===== src/rtl/msd_pkg.sv =====
// Shared types and constants for the memory-side command sequencer.
// Command/oper encodings, address field positions and default timings.
package msd_pkg;

   typedef enum logic [2:0] {
      CMD_ACT0 = 3'd0,
      CMD_ACT1 = 3'd1,
      CMD_RD0  = 3'd2,
      CMD_RD1  = 3'd3,
      CMD_WR0  = 3'd4,
      CMD_WR1  = 3'd5,
      CMD_PRE  = 3'd6
   } cmd_t;

   typedef enum logic [3:0] {
      S_IDLE, S_ACT0, S_ACT1, S_WAIT_RCD, S_CAS0,
      S_CAS1, S_WAIT_CAS, S_PRE, S_WAIT_RP, S_ERR
   } state_t;

   localparam logic [1:0] OPER_RD  = 2'd0;
   localparam logic [1:0] OPER_IF  = 2'd1;
   localparam logic [1:0] OPER_WR  = 2'd2;
   localparam logic [1:0] OPER_ILL = 2'd3;

   localparam int ADDR_W   = 36;
   localparam int CHAN_BIT = 6;
   localparam int BG_LSB   = 7;
   localparam int BG_W     = 3;
   localparam int BA_LSB   = 10;
   localparam int BA_W     = 2;
   localparam int COL_LSB  = 12;
   localparam int COL_W    = 6;
   localparam int ROW_LSB  = 18;
   localparam int ROW_W    = 16;

   localparam int T_RCD_DEF = 39;
   localparam int T_RTP_DEF = 18;
   localparam int T_WTP_DEF = 48;
   localparam int T_RP_DEF  = 39;

   function automatic int max4(input int a, input int b, input int c, input int d);
      int m;
      m = a;
      if (b > m) m = b;
      if (c > m) m = c;
      if (d > m) m = d;
      return m;
   endfunction

endpackage


===== src/rtl/msd_delay_cnt.sv =====
// Loadable down-counter with zero flag; saturates at zero so it never wraps.
module msd_delay_cnt #(
   parameter int W = 6
) (
   input  logic         clk,
   input  logic         rst_n,
   input  logic         load_i,
   input  logic [W-1:0] load_val_i,
   input  logic         dec_i,
   output logic         zero_o
);

   logic [W-1:0] cnt_q, cnt_d;

   always_comb begin
      cnt_d = cnt_q;
      if (load_i)
         cnt_d = load_val_i;
      else if (dec_i && (cnt_q != '0))
         cnt_d = cnt_q - 1'b1;
   end

   always_ff @(posedge clk or negedge rst_n) begin
      if (!rst_n) cnt_q <= '0;
      else        cnt_q <= cnt_d;
   end

   assign zero_o = (cnt_q == '0);

endmodule


===== src/rtl/msd_cmd_seq.sv =====
// Single-request DRAM command sequencer: ACT0/ACT1, CAS0/CAS1, PRE with
// parameterised ACT->CAS, CAS->PRE and PRE->ACT spacing.
module msd_cmd_seq
   import msd_pkg::*;
#(
   parameter int T_RCD = T_RCD_DEF,
   parameter int T_RTP = T_RTP_DEF,
   parameter int T_WTP = T_WTP_DEF,
   parameter int T_RP  = T_RP_DEF
) (
   input  logic        clk,
   input  logic        rst_n,
   input  logic        req_valid,
   output logic        req_ready,
   input  logic [1:0]  req_oper,
   input  logic [35:0] req_addr,
   output logic        cmd_valid,
   output logic [2:0]  cmd_type,
   output logic        cmd_chan,
   output logic [2:0]  cmd_bg,
   output logic [1:0]  cmd_ba,
   output logic [15:0] cmd_row,
   output logic [5:0]  cmd_col,
   output logic        req_done,
   output logic        req_err
);

   localparam int CNT_W = $clog2(max4(T_RCD, T_RTP, T_WTP, T_RP) + 1);
   // A wait state spans N-2 cycles; the counter holds the cycles left after
   // the current one, so it is loaded with N-3 and exits on zero.
   localparam logic [CNT_W-1:0] RCD_LD = CNT_W'((T_RCD > 2) ? T_RCD - 3 : 0);
   localparam logic [CNT_W-1:0] RTP_LD = CNT_W'((T_RTP > 2) ? T_RTP - 3 : 0);
   localparam logic [CNT_W-1:0] WTP_LD = CNT_W'((T_WTP > 2) ? T_WTP - 3 : 0);
   localparam logic [CNT_W-1:0] RP_LD  = CNT_W'((T_RP  > 2) ? T_RP  - 3 : 0);

   state_t       state_q, state_d;
   logic         rdy_q;
   logic         wr_q, wr_d;
   logic         chan_q, chan_d;
   logic [2:0]   bg_q, bg_d;
   logic [1:0]   ba_q, ba_d;
   logic [15:0]  row_q, row_d;
   logic [5:0]   col_q, col_d;

   logic             acc;
   logic             cnt_load, cnt_dec, cnt_zero;
   logic [CNT_W-1:0] cnt_val;
   logic             cmd_vld;
   cmd_t             cmd_typ;
   logic             cas_long;
   logic             addr_unused;

   assign addr_unused = ^{req_addr[35:34], req_addr[5:0]};

   // rdy_q keeps req_ready low through reset and the edge that releases it.
   assign req_ready = rdy_q && (state_q == S_IDLE);
   assign acc       = req_valid && req_ready;
   assign cas_long  = wr_q ? (T_WTP > 2) : (T_RTP > 2);

   always_comb begin
      state_d  = state_q;
      cnt_load = 1'b0;
      cnt_val  = '0;
      cnt_dec  = 1'b0;
      cmd_vld  = 1'b0;
      cmd_typ  = CMD_ACT0;
      req_done = 1'b0;
      req_err  = 1'b0;
      case (state_q)
         S_IDLE:
            if (acc) state_d = (req_oper == OPER_ILL) ? S_ERR : S_ACT0;
         S_ACT0: begin
            cmd_vld = 1'b1;
            cmd_typ = CMD_ACT0;
            state_d = S_ACT1;
         end
         S_ACT1: begin
            cmd_vld = 1'b1;
            cmd_typ = CMD_ACT1;
            if (T_RCD > 2) begin
               state_d  = S_WAIT_RCD;
               cnt_load = 1'b1;
               cnt_val  = RCD_LD;
            end else begin
               state_d = S_CAS0;
            end
         end
         S_WAIT_RCD:
            if (cnt_zero) state_d = S_CAS0;
            else          cnt_dec = 1'b1;
         S_CAS0: begin
            cmd_vld = 1'b1;
            cmd_typ = wr_q ? CMD_WR0 : CMD_RD0;
            state_d = S_CAS1;
         end
         S_CAS1: begin
            cmd_vld = 1'b1;
            cmd_typ = wr_q ? CMD_WR1 : CMD_RD1;
            if (cas_long) begin
               state_d  = S_WAIT_CAS;
               cnt_load = 1'b1;
               cnt_val  = wr_q ? WTP_LD : RTP_LD;
            end else begin
               state_d = S_PRE;
            end
         end
         S_WAIT_CAS:
            if (cnt_zero) state_d = S_PRE;
            else          cnt_dec = 1'b1;
         S_PRE: begin
            cmd_vld  = 1'b1;
            cmd_typ  = CMD_PRE;
            req_done = 1'b1;
            if (T_RP > 2) begin
               state_d  = S_WAIT_RP;
               cnt_load = 1'b1;
               cnt_val  = RP_LD;
            end else begin
               state_d = S_IDLE;
            end
         end
         S_WAIT_RP:
            if (cnt_zero) state_d = S_IDLE;
            else          cnt_dec = 1'b1;
         S_ERR: begin
            req_err = 1'b1;
            state_d = S_IDLE;
         end
         default: state_d = S_IDLE;
      endcase
   end

   always_comb begin
      wr_d   = wr_q;
      chan_d = chan_q;
      bg_d   = bg_q;
      ba_d   = ba_q;
      row_d  = row_q;
      col_d  = col_q;
      if (acc) begin
         wr_d   = (req_oper == OPER_WR);
         chan_d = req_addr[CHAN_BIT];
         bg_d   = req_addr[BG_LSB  +: BG_W];
         ba_d   = req_addr[BA_LSB  +: BA_W];
         row_d  = req_addr[ROW_LSB +: ROW_W];
         col_d  = req_addr[COL_LSB +: COL_W];
      end
   end

   always_ff @(posedge clk or negedge rst_n) begin
      if (!rst_n) begin
         state_q <= S_IDLE;
         rdy_q   <= 1'b0;
         wr_q    <= 1'b0;
         chan_q  <= 1'b0;
         bg_q    <= '0;
         ba_q    <= '0;
         row_q   <= '0;
         col_q   <= '0;
      end else begin
         state_q <= state_d;
         rdy_q   <= 1'b1;
         wr_q    <= wr_d;
         chan_q  <= chan_d;
         bg_q    <= bg_d;
         ba_q    <= ba_d;
         row_q   <= row_d;
         col_q   <= col_d;
      end
   end

   msd_delay_cnt #(.W(CNT_W)) u_cnt (
      .clk        (clk),
      .rst_n      (rst_n),
      .load_i     (cnt_load),
      .load_val_i (cnt_val),
      .dec_i      (cnt_dec),
      .zero_o     (cnt_zero)
   );

   assign cmd_valid = cmd_vld;
   assign cmd_type  = cmd_vld ? 3'(cmd_typ) : 3'd0;
   assign cmd_chan  = cmd_vld ? chan_q : 1'b0;
   assign cmd_bg    = cmd_vld ? bg_q   : 3'd0;
   assign cmd_ba    = cmd_vld ? ba_q   : 2'd0;
   assign cmd_row   = cmd_vld ? row_q  : 16'd0;
   assign cmd_col   = cmd_vld ? col_q  : 6'd0;

endmodule


===== config.mk =====
export PLATFORM = sky130hd
export DESIGN_NAME = msd_cmd_seq
export DESIGN_NICKNAME = d
export VERILOG_FILES = /design/src/rtl/msd_pkg.sv /design/src/rtl/msd_delay_cnt.sv /design/src/rtl/msd_cmd_seq.sv
export SDC_FILE = /design/constraint.sdc
export NUM_CORES = 1
export LEC_CHECK = 0
export ABC_AREA = 1
export BUFFER_PORTS_ARGS = -buffer_cell sky130_fd_sc_hd__buf_2
export CELL_PAD_IN_SITES_DETAIL_PLACEMENT = 1
export CELL_PAD_IN_SITES_GLOBAL_PLACEMENT = 1
export CORE_UTILIZATION = 39
export CTS_BUF_LIST = sky130_fd_sc_hd__clkbuf_8
export DETAILED_ROUTE_END_ITERATION = 7
export GPL_ROUTABILITY_DRIVEN = 0
export GPL_TIMING_DRIVEN = 0
export PLACE_DENSITY = 0.95
export SETUP_SLACK_MARGIN = 0.3
export SYNTH_ARGS = -nofsm -noshare
export SYNTH_HDL_FRONTEND = slang
export SYNTH_SLANG_ARGS = --single-unit

===== constraint.sdc =====
create_clock -name clk -period 4.4 [get_ports clk]
set_clock_uncertainty 0.05 [all_clocks]
set_input_delay 1.1 -clock clk [delete_from_list [all_inputs] [get_ports clk]]
set_output_delay 1.1 -clock clk [all_outputs]
set_load 0.05 [all_outputs]

Yosys cells after proc, flatten, opt, wreduce, memory -nomap -nowiden
Index checks and enable logic that the tools add are counted.

word-level totals
  output and inout port bits = 35
  flip-flop bits (word level) = 40
  input bits = 41
  logic and storage cells = 62

cells by class
  multiplexer cells = 25
  reduce and logical (&&, ||, !) cells = 12
  add/sub/neg operators = 1
  equality and inequality tests = 15

operator list
  kind                                                 number
  one-hot mux 4 bit (9 select lines)                   1
  2-to-1 mux 6 bit                                     4
  2-to-1 mux 4 bit                                     5
  equality test 4 x 3 -> 1 bit, second input constant  4
  2-to-1 mux 16 bit                                    1
  2-to-1 mux 3 bit                                     4
  one-hot mux 3 bit (4 select lines)                   1
  one-hot mux 6 bit (2 select lines)                   1
  equality test 4 x 2 -> 1 bit, second input constant  2
  equality test 4 bit, second input constant           2
  != test 2 bit, second input constant                 4
  2-to-1 mux 1 bit                                     7
  zero test 6 bit                                      1
  nonzero test 6 bit                                   1
  OR reduction 3 bit                                   2
  subtractor 6 x 1 -> 6 bit, second input constant     1
  OR reduction 5 bit                                   1
  equality test 2 bit, second input constant           2
  equality test 4 x 1 -> 1 bit, second input constant  1
  zero test 4 bit                                      1
  AND reduction 4 bit                                  1
  logical AND 1 bit                                    3
  2-to-1 mux 2 bit                                     1
  nonzero test 2 bit                                   1
  OR reduction 2 bit                                   1

Depth between registers and ports, before layout
Gate-level depths: netlist of the first run.

  word-level depth = 6
  gate-level depth with buffers = 9
  mapped depth without buffers = 9

By module
From an unflattened synthesis of the first run, not the netlist that was laid out.

second synthesis, totals
  cells, all modules = 304
  area total of the unflattened synthesis = 2164.6 um^2

modules (own cells, without submodules)
  module         times used  area each (um^2)  sequential area each (um^2)  cells an instance
  msd_cmd_seq    1           1739.2            850.8                        249
  msd_delay_cnt  1           425.4             150.1                        55

Least setup slack after synthesis of the first run
OpenSTA, ideal clock, no wires.

  path type = register -> output
  start = register state_q[2]
  end = output port cmd_col[0]
  path slack = 1.153 ns
  path buffers = 1
  required time = 3.250 ns
  arrival time = 2.097 ns
  cell stages (with the launch flop) = 8
  cell sequence = dfrtp_1 > inv_1 > nor2_2 > o21ai_0 > nand2_1 > inv_2 > buf_6 > nor2_1

between the ends
  word-level cells in the longest chain between the ends = 4
  elaborated cells between the ends (all ways) = 8
  classes of those cells = 5 x eq/ne; 2 x mux; 1 x reduce/logical

RTL lines
  item                                                  RTL line            RTL
  start, declared                                       msd_cmd_seq.sv:36   state_t state_q, state_d;
  start signal, assigned                                msd_cmd_seq.sv:161  state_q <= state_d;
  equality test 4 x 3 -> 1 bit (tied with other cells)  msd_cmd_seq.sv:69   case (state_q)
  OR reduction 5 bit (no source line) *                 n/a
  2-to-1 mux 1 bit *                                    msd_cmd_seq.sv:69
  net cmd_valid                                         msd_cmd_seq.sv:17   output logic cmd_valid,
  2-to-1 mux 6 bit *                                    msd_cmd_seq.sv:187  assign cmd_col = cmd_vld ? col_q : 6'd0;
  end, declared                                         msd_cmd_seq.sv:23   output logic [5:0] cmd_col,

Mark *: on every way through the listed nets, which the timed path passes. The rest lies on a longest branch.

Worst setup path in the final report of the first run
  start = register state_q[2]
  end = output port cmd_row[13]

between the ends
  word-level cells in the longest chain between the ends = 4
  elaborated cells between the ends (all ways) = 8
  classes of those cells = 5 x eq/ne; 2 x mux; 1 x reduce/logical

RTL lines
  item                                                  RTL line            RTL
  equality test 4 x 3 -> 1 bit (tied with other cells)  msd_cmd_seq.sv:69
  OR reduction 5 bit (no source line) *                 n/a
  2-to-1 mux 1 bit *                                    msd_cmd_seq.sv:69
  2-to-1 mux 16 bit *                                   msd_cmd_seq.sv:186  assign cmd_row = cmd_vld ? row_q : 16'd0;
  end, declared                                         msd_cmd_seq.sv:22   output logic [15:0] cmd_row,

Every way passes the cells marked *; elsewhere a longest branch is shown, timed or not.

==> results by group, run 1 <==
Min path
  – Hold path depth: 2
  – Worst hold path type: register to register

Layout
  – Most frequent cells in the layout: 70 x buf_2, 61 x nor2_1, 44 x inv_1
  – N_diodes: 0
  – Layout area overhead: 25.6%
  – Fin cells: 416
  – Final net count: 388
  – Fraction of layout cells with a size suffix above 1: 0.335
  – Most common cell after layout, fill and taps aside: buf_2
  – Filler cell count: 688
  – Design area: 2690 µm²

Critical path
  – Crit path cell chain: inv_1 -> nor2_2 -> o21ai_0 -> nand2_1 -> inv_2 -> buf_6 -> nor2_1 -> buf_2
  – Worst path required time: 3.25 ns
  – CP top delay family: buffers and inverters
  – Crit end category: output port
  – Crit Path Class: register to output port
  – CP max stage delay: 0.44 ns
  – Critical path arrival: 1.99 ns
  – Critical-path top delay cell: dfrtp_1
  – Cells on worst reg2reg path: 6
  – Critical path launch point type: register
  – CP Max Fanout: 10
  – CP bufs+invs: 4
  – WP depth: 8

STA
  – Post-route minimum period: 3.14 ns
  – Hold Worst Slack: roughly 0.47 ns
  – RSZ-0062 raised after global routing: no
  – Max_slew headroom: 0.401
  – Hold Fails Final Rpt: 0
  – Fin. max-slew vios: 0
  – Fin crit share: 0.714
  – FMAX: 318 MHz
  – Tightest Pin Transition: 0.899 ns
  – Setup TNS Final: 0 ns
  – Final setup viols: 0

Yosys
  – Yosys cell types: 24
  – Gate Count Post-Synth: roughly 270
  – Synth Cell Area: 2140 µm²
  – Post-synth net total: between 300 and 400
  – Synthesis-stage register bit count: 40
  – Synth Area per Inst: 7.90 µm²
  – Register area share after synthesis: 0.467
  – Synth warn: 0

Routing
  – Vias: 2000
  – 1st-iter DRT viols: 69
  – Remaining DRCs: 0
  – DRT antenna net count: 0
  – Drt first pass iters: 4
  – Routed vias/inst: 4.81
  – DR WL/cell: 13.3 µm
  – Detailed-route wire length: between 5000 and 6000 µm

Job
  – Number of max-cap violations: 0

Global route
  – Met3 Use GR: 0.0311
  – First-pass GRT wire length: 9660 µm
  – Total grt overflow: 0
  – Initial antenna violation count: 0
  – GRT met1 Usage: 0.234
  – Gr usage total: 0.206
  – Global Route met2 Usage: 0.387
  – Vias in the first global route: 2213
  – Largest net degree at the start of global routing: slightly above 40
  – GRT busiest layer: met2

Clock tree
  – Max Buffers Root-to-Sink: 2
  – CTS tree: done
  – CTS H-tree depth: 2
  – Number of hold buffers added after CTS: 0
  – Post-CTS resize count: 0
  – Clk slew on worst S/H paths: 0.08 ns
  – Clk sinks: 40
  – TritonCTS Buffers: 5
  – Clock Tree Root: clkbuf_8
  – Clock Latency Late Sink: 0.29 ns
  – Postcts setup bufs: 0

Die
  – Io pins: 76
  – Die area: 5790 µm²
  – Total core area: about 5200 µm²
  – Num rows: 26
  – Die X: 76.1 µm
  – Die Y: 76.1 µm
  – Initial Util: 0.412

Placement
  – HPWL after detailed placement: 4180 µm
  – Number of port buffers: 67
  – Placed cell area: about 2600 µm²
  – Placed Cells incl. Taps: between 400 and 500

Outcome
  – Status: finished, final reports clean
layer usage:
metal / up-vias / part of all wire
li1: 979 / -
met1: 967 / 0.43
met2: 45 / 0.53
met3: 9 / 0.031
met4: 0 / 0.013
met5: - / 0
cell families (layout without fill, tap and decap cells):
| logic type | count (synthesis) | in the layout | synth area share |
|---|---|---|---|
| buffers and inverters | 53 | 128 | 0.112 |
| other | 1 | 1 | 0.00175 |
| flip-flops | 40 | 40 | 0.467 |
| AND/OR/NAND/NOR | 137 | 137 | 0.282 |
| adder cells (fa/ha/maj) | 2 | 2 | 0.0117 |
| AO/OA/AOI/OAI | 38 | 38 | 0.125 |
worst reg2reg max path: stages, from the launching register on:
cell	delay, ns
dfrtp_1	0.40
inv_1	0.16
ha_1	0.18
nand4_1	0.35
nand2_2	0.35
nand2_1	0.13
o21ai_0	0.19
path summary, 6_finish.rpt:
path | slack (ns) | from | to
worst max-delay path | 1.26 | state_q[2]$_DFFE_PN0P_ | cmd_row[13]
worst min-delay path | 0.47 | col_q[0]$_DFFE_PN0P_ | col_q[0]$_DFFE_PN0P_
worst max register to register | 2.50 | u_cnt.cnt_q[0]$_DFFE_PN0P_ | state_q[2]$_DFFE_PN0P_
worst min register to register | 0.47 | col_q[0]$_DFFE_PN0P_ | col_q[0]$_DFFE_PN0P_
max in group asynchronous | 2.86 | rst_n | row_q[5]$_DFFE_PN0P_
min in group asynchronous | 0.88 | rst_n | state_q[0]$_DFFE_PN0P_
stage by stage:
stage	setup WS (ns)	util
after CTS	1.26	0.517
after floorplan	1.15	-
final	1.26	0.517
after global routing	1.13	0.517
after detailed placement	1.60	0.493
after global placement	1.64	0.493
sequential cells by signal, indices dropped and copies added (netlist names):
register and flops:
chan_q 1, row_q 16, rdy_q 1, state_q 4, col_q 6, bg_q 3, wr_q 1, u_cnt.cnt_q 6
ba_q 2
synth_stat cells:
cell type | instances | area share
a21oi_1 | 9 | 0.021
a21oi_2 | 20 | 0.082
and3_1 | 1 | 0.0029
buf_2 | 3 | 0.0070
buf_6 | 5 | 0.026
conb_1 | 1 | 0.0018
dfrtp_1 | 40 | 0.47
ha_1 | 2 | 0.012
inv_1 | 44 | 0.077
inv_2 | 1 | 0.0018
nand2_1 | 41 | 0.072
nand2_2 | 5 | 0.015
nand3_1 | 13 | 0.030
nand3_2 | 1 | 0.0047
nand3b_1 | 2 | 0.0070
nand4_1 | 5 | 0.015
nor2_1 | 61 | 0.11
nor2_2 | 2 | 0.0058
nor2_4 | 3 | 0.016
nor3_1 | 2 | 0.0047
o21ai_0 | 7 | 0.016
o21ai_1 | 1 | 0.0023
o31ai_1 | 1 | 0.0035
or2_2 | 1 | 0.0029
area by class of cell:
cell class	instances	area, µm²	area share
Clock inverter	1	30.0	0.0112
Multi-Input combinational cell	178	901	0.335
Inverter	45	169	0.0628
Clock buffer	7	96.3	0.0358
Tap cell	70	87.6	0.0325
Sequential cell	40	1000	0.372
Buffer	8	71.3	0.0265
Timing Repair Buffer	67	335	0.125
Power of run 1 is left out: the tool's default activity adds up to more than one toggle a clock period on the data nets, which glitch-free logic cannot reach.
==> inputs of run 2 (changes only) <==
Settings changed: CORE_UTILIZATION 39 to 33, PLACE_DENSITY 0.95 to 0.89.
Clock period 4.4 ns to 2.69 ns, I/O delays scaled along.
==> run 2 against run 1 <==
  * Die area rose by 18%
  * Count of clock-buffer cells in the layout is 1 lower
  * First-iteration DRC count grew 10%
  * Utilization rose by 1.8 points
  * Cell count is 3.6% higher
  * Via count rose by 4.6%
==> results by group, run 2 (synthesized netlist as in run 1, its figures left out) <==
STA
  – RSZ-0062 raised after global routing: yes
  – Max_slew headroom: 0.387 (-0.0139)
  – Tightest Pin Transition: 0.920 ns (+0.0209 ns)
  – Fin crit share: 0.913
  – Post-route minimum period: 2.45 ns
  – Final setup viols: 0 (unchanged)
  – Hold Fails Final Rpt: 0 (unchanged)
  – FMAX: 407 MHz
  – Fin. max-slew vios: 0 (unchanged)
  – Setup TNS Final: 0 ns (unchanged)

Clock tree
  – CTS H-tree depth: 2 (unchanged)
  – Number of hold buffers added after CTS: 0 (unchanged)
  – Clock Tree Root: clkbuf_8
  – Clk sinks: 40 (unchanged)
  – Max Buffers Root-to-Sink: 2 (unchanged)
  – Clk slew on worst S/H paths: 0.08 ns (about the same)
  – CTS tree: done
  – TritonCTS Buffers: 5 (unchanged)
  – Clock Latency Late Sink: 0.29 ns (about the same)

Critical path
  – Critical path arrival: 1.73 ns (-0.26 ns)
  – Crit Path Class: register to output port
  – Critical-path top delay cell: dfrtp_1
  – CP max stage delay: 0.39 ns (-0.05 ns)
  – Crit path cell chain: buf_6 -> nor2_4 -> nand3b_1 -> nand2_4 -> clkinv_8 -> buf_12 -> nor2_4 -> buf_8
  – Crit end category: output port
  – Most common cell on crit path: nor2_4
  – Critical path launch point type: register
  – CP Max Fanout: 6 (-4)
  – Worst path required time: 1.97 ns (-1.28 ns)

Global route
  – Initial antenna violation count: 0 (unchanged)
  – Total grt overflow: 0 (unchanged)
  – Largest net degree at the start of global routing: 41 (unchanged)
  – First-pass GRT wire length: 10100 µm (+4.5%)
  – Gr usage total: 0.199 (-0.00764)
  – Vias in the first global route: 2178 (-1.6%)

Routing
  – DRT antenna net count: 0 (unchanged)
  – Routed vias/inst: 4.85 (+0.91%)
  – Vias: 2091 (+4.6%)
  – Remaining DRCs: 0 (unchanged)
  – Detailed-route wire length: 6500 µm (+17%)
  – 1st-iter DRT viols: 76 (+10%)
  – DR WL/cell: 15.1 µm (+13%)
  – Drt first pass iters: 4 (unchanged)

Layout
  – Fraction of layout cells with a size suffix above 1: 0.449 (+0.114)
  – N_diodes: 0 (unchanged)
  – Filler cell count: 721 (+4.8%)
  – Most common cell after layout, fill and taps aside: inv_1
  – Final net count: 398 (+2.6%)
  – Largest regs: row_q (16), col_q (6), u_cnt.cnt_q (6)
  – Max FFs per register: 16 (unchanged)
  – Reg with most FFs: row_q
  – Layout area overhead: 52.4%
  – Most frequent cells in the layout: 43 x inv_1, 40 x nand2_1, 39 x buf_2

Placement
  – HPWL after detailed placement: 4370 µm (+4.5%)
  – Number of port buffers: 67 (unchanged)

Outcome
  – Status: finished, final reports clean

Die
  – Initial Util: 0.351 (-0.0601)
  – Die X: 82.6 µm (+8.5%)
  – Total core area: 6100 µm² (+17%)
  – Die Y: 82.6 µm (+8.5%)
  – Die area: 6820 µm² (+18%)
  – Io pins: 76 (unchanged)
  – Num rows: 28 (+7.7%)

Min path
  – Worst hold path type: input pin to asynchronous set/reset pin

Job
  – Number of max-cap violations: 0 (unchanged)
run 2: cell types whose count changed in the layout (fill, tap and decap cells not counted), sizes merged:
cell | previous run | this run
buf | 75 | 82
clkbuf | 7 | 8
clkinv | 0 | 2
run 2: layout make-up:
| class | count | area (µm²) | share of cell area |
|---|---|---|---|
| inverters | 45 | 181 | 0.0556 |
| clock inverters | 2 | 38.8 | 0.0119 |
| repair buffers | 76 | 642 | 0.197 |
| flip-flops and latches | 40 | 1000 | 0.307 |
| multi-input cells | 178 | 1120 | 0.345 |
| plain buffers | 8 | 88.8 | 0.0272 |
| repair inverters | 1 | 8.76 | 0.00268 |
| clock buffers | 6 | 82.6 | 0.0253 |
| well taps | 75 | 93.8 | 0.0287 |
run 2: final timing paths:
check / startpoint / end / slack (ns) / cells after the start
max in group asynchronous: rst_n / state_q[3]$_DFFE_PN0P_ / 1.49 / 1
worst min-delay path: rst_n / rdy_q$_DFF_PN0_ / 0.45 / 1
worst min register to register: chan_q$_DFFE_PN0P_ / chan_q$_DFFE_PN0P_ / 0.48 / 2
worst max register to register: u_cnt.cnt_q[0]$_DFFE_PN0P_ / state_q[0]$_DFFE_PN0P_ / 0.91 / 6
min in group clk: chan_q$_DFFE_PN0P_ / chan_q$_DFFE_PN0P_ / 0.48 / 2
worst max-delay path: state_q[2]$_DFFE_PN0P_ / cmd_col[3] / 0.24 / 8
run 2: per-layer routing:
layer	track usage	vias to the layer above	wire length, µm
met2	0.369	50	3500
met4	0.0500	0	66
li1	-	1002	-
met3	0.0352	4	242
met5	0	-	0
met1	0.236	1035	2690
run 2: per-stage QoR:
stage               area [µm²]  setup slack (ns)   util  cells  hold WS (ns)
global route              3260             0.156  0.536    431         0.518
floorplan                 2310             0.157      -    271         0.327
finish                    3260             0.235  0.536    431         0.453
global placement          2740             0.321  0.450    413         0.452
detailed placement        2740             0.271  0.450    413         0.467
CTS                       3070             0.254  0.504    426         0.484
run 2: worst max-delay path: cells and delay by family (launching register included):
kind | cells | cell delay (ns)
buffers and inverters | 4 | 0.54
flip-flops | 1 | 0.39
AND/OR/NAND/NOR | 4 | 0.50
run 2: what timing repair did:
action | 4_1_cts | 5_1_grt
gates resized for setup | 54 | 46
pin swaps | 2 | 3
buffers inserted | 5 | 3
setup endpoints to repair | 30 | 31
gates cloned | 0 | 2
Power of run 2 is left out for the same reason.
==> inputs of run 3 (changes only) <==
Clock period 2.69 ns to 2.2 ns, I/O delays scaled along.
==> run 3 against run 2 <==
  * The run now ends with negative setup slack left
  * Critical path depth shrank 1
  * Sequential cell count did not move
  * Via count increased by 3.5%
  * Non-clock buffer count up 9
  * Largest cell class unchanged
==> results by group, run 3 (synthesized netlist as in run 1, its figures left out) <==
STA
  – RSZ-0062 raised after global routing: yes
  – Post-route minimum period: 2.26 ns
  – Final Worst Setup Slack: -0.0618 ns (-0.297 ns)
  – Fin. max-slew vios: 0 (unchanged)
  – Fin crit share: 1.03
  – Hold Fails Final Rpt: 0 (unchanged)
  – Tightest Pin Transition: 0.910 ns (-0.0102 ns)
  – Final setup viols: 28 (+28)
  – FMAX: 442 MHz
  – Max_slew headroom: 0.394 (+0.00683)

Layout
  – Reg with most FFs: row_q
  – Final Core Density: 0.572 (+0.0369)
  – Max FFs per register: 16 (unchanged)
  – Most common cell after layout, fill and taps aside: inv_1
  – Fraction of layout cells with a size suffix above 1: 0.505 (+0.0561)
  – Layout area overhead: 62.9%
  – N_diodes: 0 (unchanged)
  – Largest regs: row_q (16), col_q (6), u_cnt.cnt_q (6)
  – Final net count: 406 (+2.0%)
  – Most frequent cells in the layout: 39 x inv_1, 36 x dfrtp_1, 35 x nor2_4, 35 x buf_2, 34 x nand2_1

Die
  – Die Y: 82.6 µm (unchanged)
  – Total core area: 6100 µm² (unchanged)
  – Num rows: 28 (unchanged)
  – Io pins: 76 (unchanged)
  – Initial Util: 0.351 (unchanged)
  – Die area: 6820 µm² (unchanged)
  – Die X: 82.6 µm (unchanged)

Clock tree
  – TritonCTS Buffers: 5 (unchanged)
  – Number of hold buffers added after CTS: 0 (unchanged)
  – Clock Latency Late Sink: 0.30 ns (about the same)
  – CTS H-tree depth: 2 (unchanged)
  – Clock Tree Root: clkbuf_8
  – Clk sinks: 40 (unchanged)
  – Max Buffers Root-to-Sink: 2 (unchanged)
  – CTS tree: done
  – Clk slew on worst S/H paths: 0.09 ns (about the same)

Critical path
  – Critical path arrival: 1.66 ns (-0.07 ns)
  – Crit end category: output port
  – Critical path launch point type: register
  – Worst path required time: 1.60 ns (-0.37 ns)
  – CP Max Fanout: 10 (+4)
  – Crit Path Class: register to output port

Global route
  – First-pass GRT wire length: 10600 µm (+4.9%)
  – Initial antenna violation count: 0 (unchanged)
  – Total grt overflow: 0 (unchanged)
  – Gr usage total: 0.211 (+0.0123)
  – Largest net degree at the start of global routing: 41 (unchanged)
  – Vias in the first global route: 2218 (+1.8%)

Placement
  – HPWL after detailed placement: 4210 µm (-3.8%)
  – Number of port buffers: 67 (unchanged)

Routing
  – Routed vias/inst: 4.93 (+1.7%)
  – Remaining DRCs: 0 (unchanged)
  – Drt first pass iters: 4 (unchanged)
  – Detailed-route wire length: 6930 µm (+6.6%)
  – DR WL/cell: 15.8 µm (+4.7%)
  – 1st-iter DRT viols: 101 (+33%)
  – DRT antenna net count: 0 (unchanged)
  – Vias: 2165 (+3.5%)

Job
  – Number of max-cap violations: 0 (unchanged)

Min path
  – Worst hold path type: input pin to asynchronous set/reset pin

Outcome
  – Status: finished, violations left
  – Violated checks: negative setup slack
run 3: layer usage:
metal	GRT usage	routed length (µm)	up-vias
met3	0.0429	251	7
met4	0.0638	90	0
met2	0.380	3720	64
met5	0	0	-
li1	-	-	1017
met1	0.252	2860	1077
run 3: repair_timing:
item	in CTS	in global routing
pin swaps	7	8
gates cloned	1	0
buffers inserted	10	7
gates resized for setup	90	30
endpoints found under the setup margin	35	35
run 3: cell type report:
type                            count  area (µm²)
Clock inverter                      2        38.8
Buffer                              8        88.8
Inverter                           45         186
Multi-Input combinational cell    178        1210
Clock buffer                        6        82.6
Timing Repair Buffer               85         781
Sequential cell                    40        1010
Tap cell                           75        93.8
Fill cell                         711        2610
run 3: metrics by stage:
step | setup TNS, ns | setup slack, ns | hold WS (ns) | std cells | area (µm²)
floorplan | 0 | 0.117 | 0.204 | 271 | 2400
global placement | 0 | 0.0238 | 0.466 | 413 | 2830
detailed placement | 0 | 0.00841 | 0.480 | 413 | 2830
CTS | -0.423 | -0.0299 | 0.358 | 432 | 3340
global route | -2.65 | -0.121 | 0.394 | 439 | 3490
finish | -1.04 | -0.0618 | 0.323 | 439 | 3490
run 3: final timing paths:
| check | start | end | slack [ns] | cells past startpoint |
|---|---|---|---|---|
| hold reg to reg | row_q[10]$_DFFE_PN0P_ | row_q[10]$_DFFE_PN0P_ | 0.50 | 2 |
| setup reg to reg | state_q[2]$_DFFE_PN0P_ | wr_q$_DFFE_PN0P_ | 0.30 | 8 |
| max in group asynchronous | rst_n | state_q[2]$_DFFE_PN0P_ | 1.15 | 1 |
| setup / recovery | state_q[2]$_DFFE_PN0P_ | cmd_row[2] | -0.06 | 7 |
| min in group clk | req_addr[14] | col_q[2]$_DFFE_PN0P_ | 0.43 | 3 |
| hold / removal | rst_n | bg_q[2]$_DFFE_PN0P_ | 0.32 | 1 |
run 3: worst max-delay path: stages (launching register included):
cell,delay (ns)
dfrtp_2,0.46
nor2_4,0.15
nand3b_1,0.13
nand2_4,0.15
inv_12,0.06
buf_12,0.15
nor2_4,0.10
buf_8,0.15
Power of run 3 is left out for the same reason.
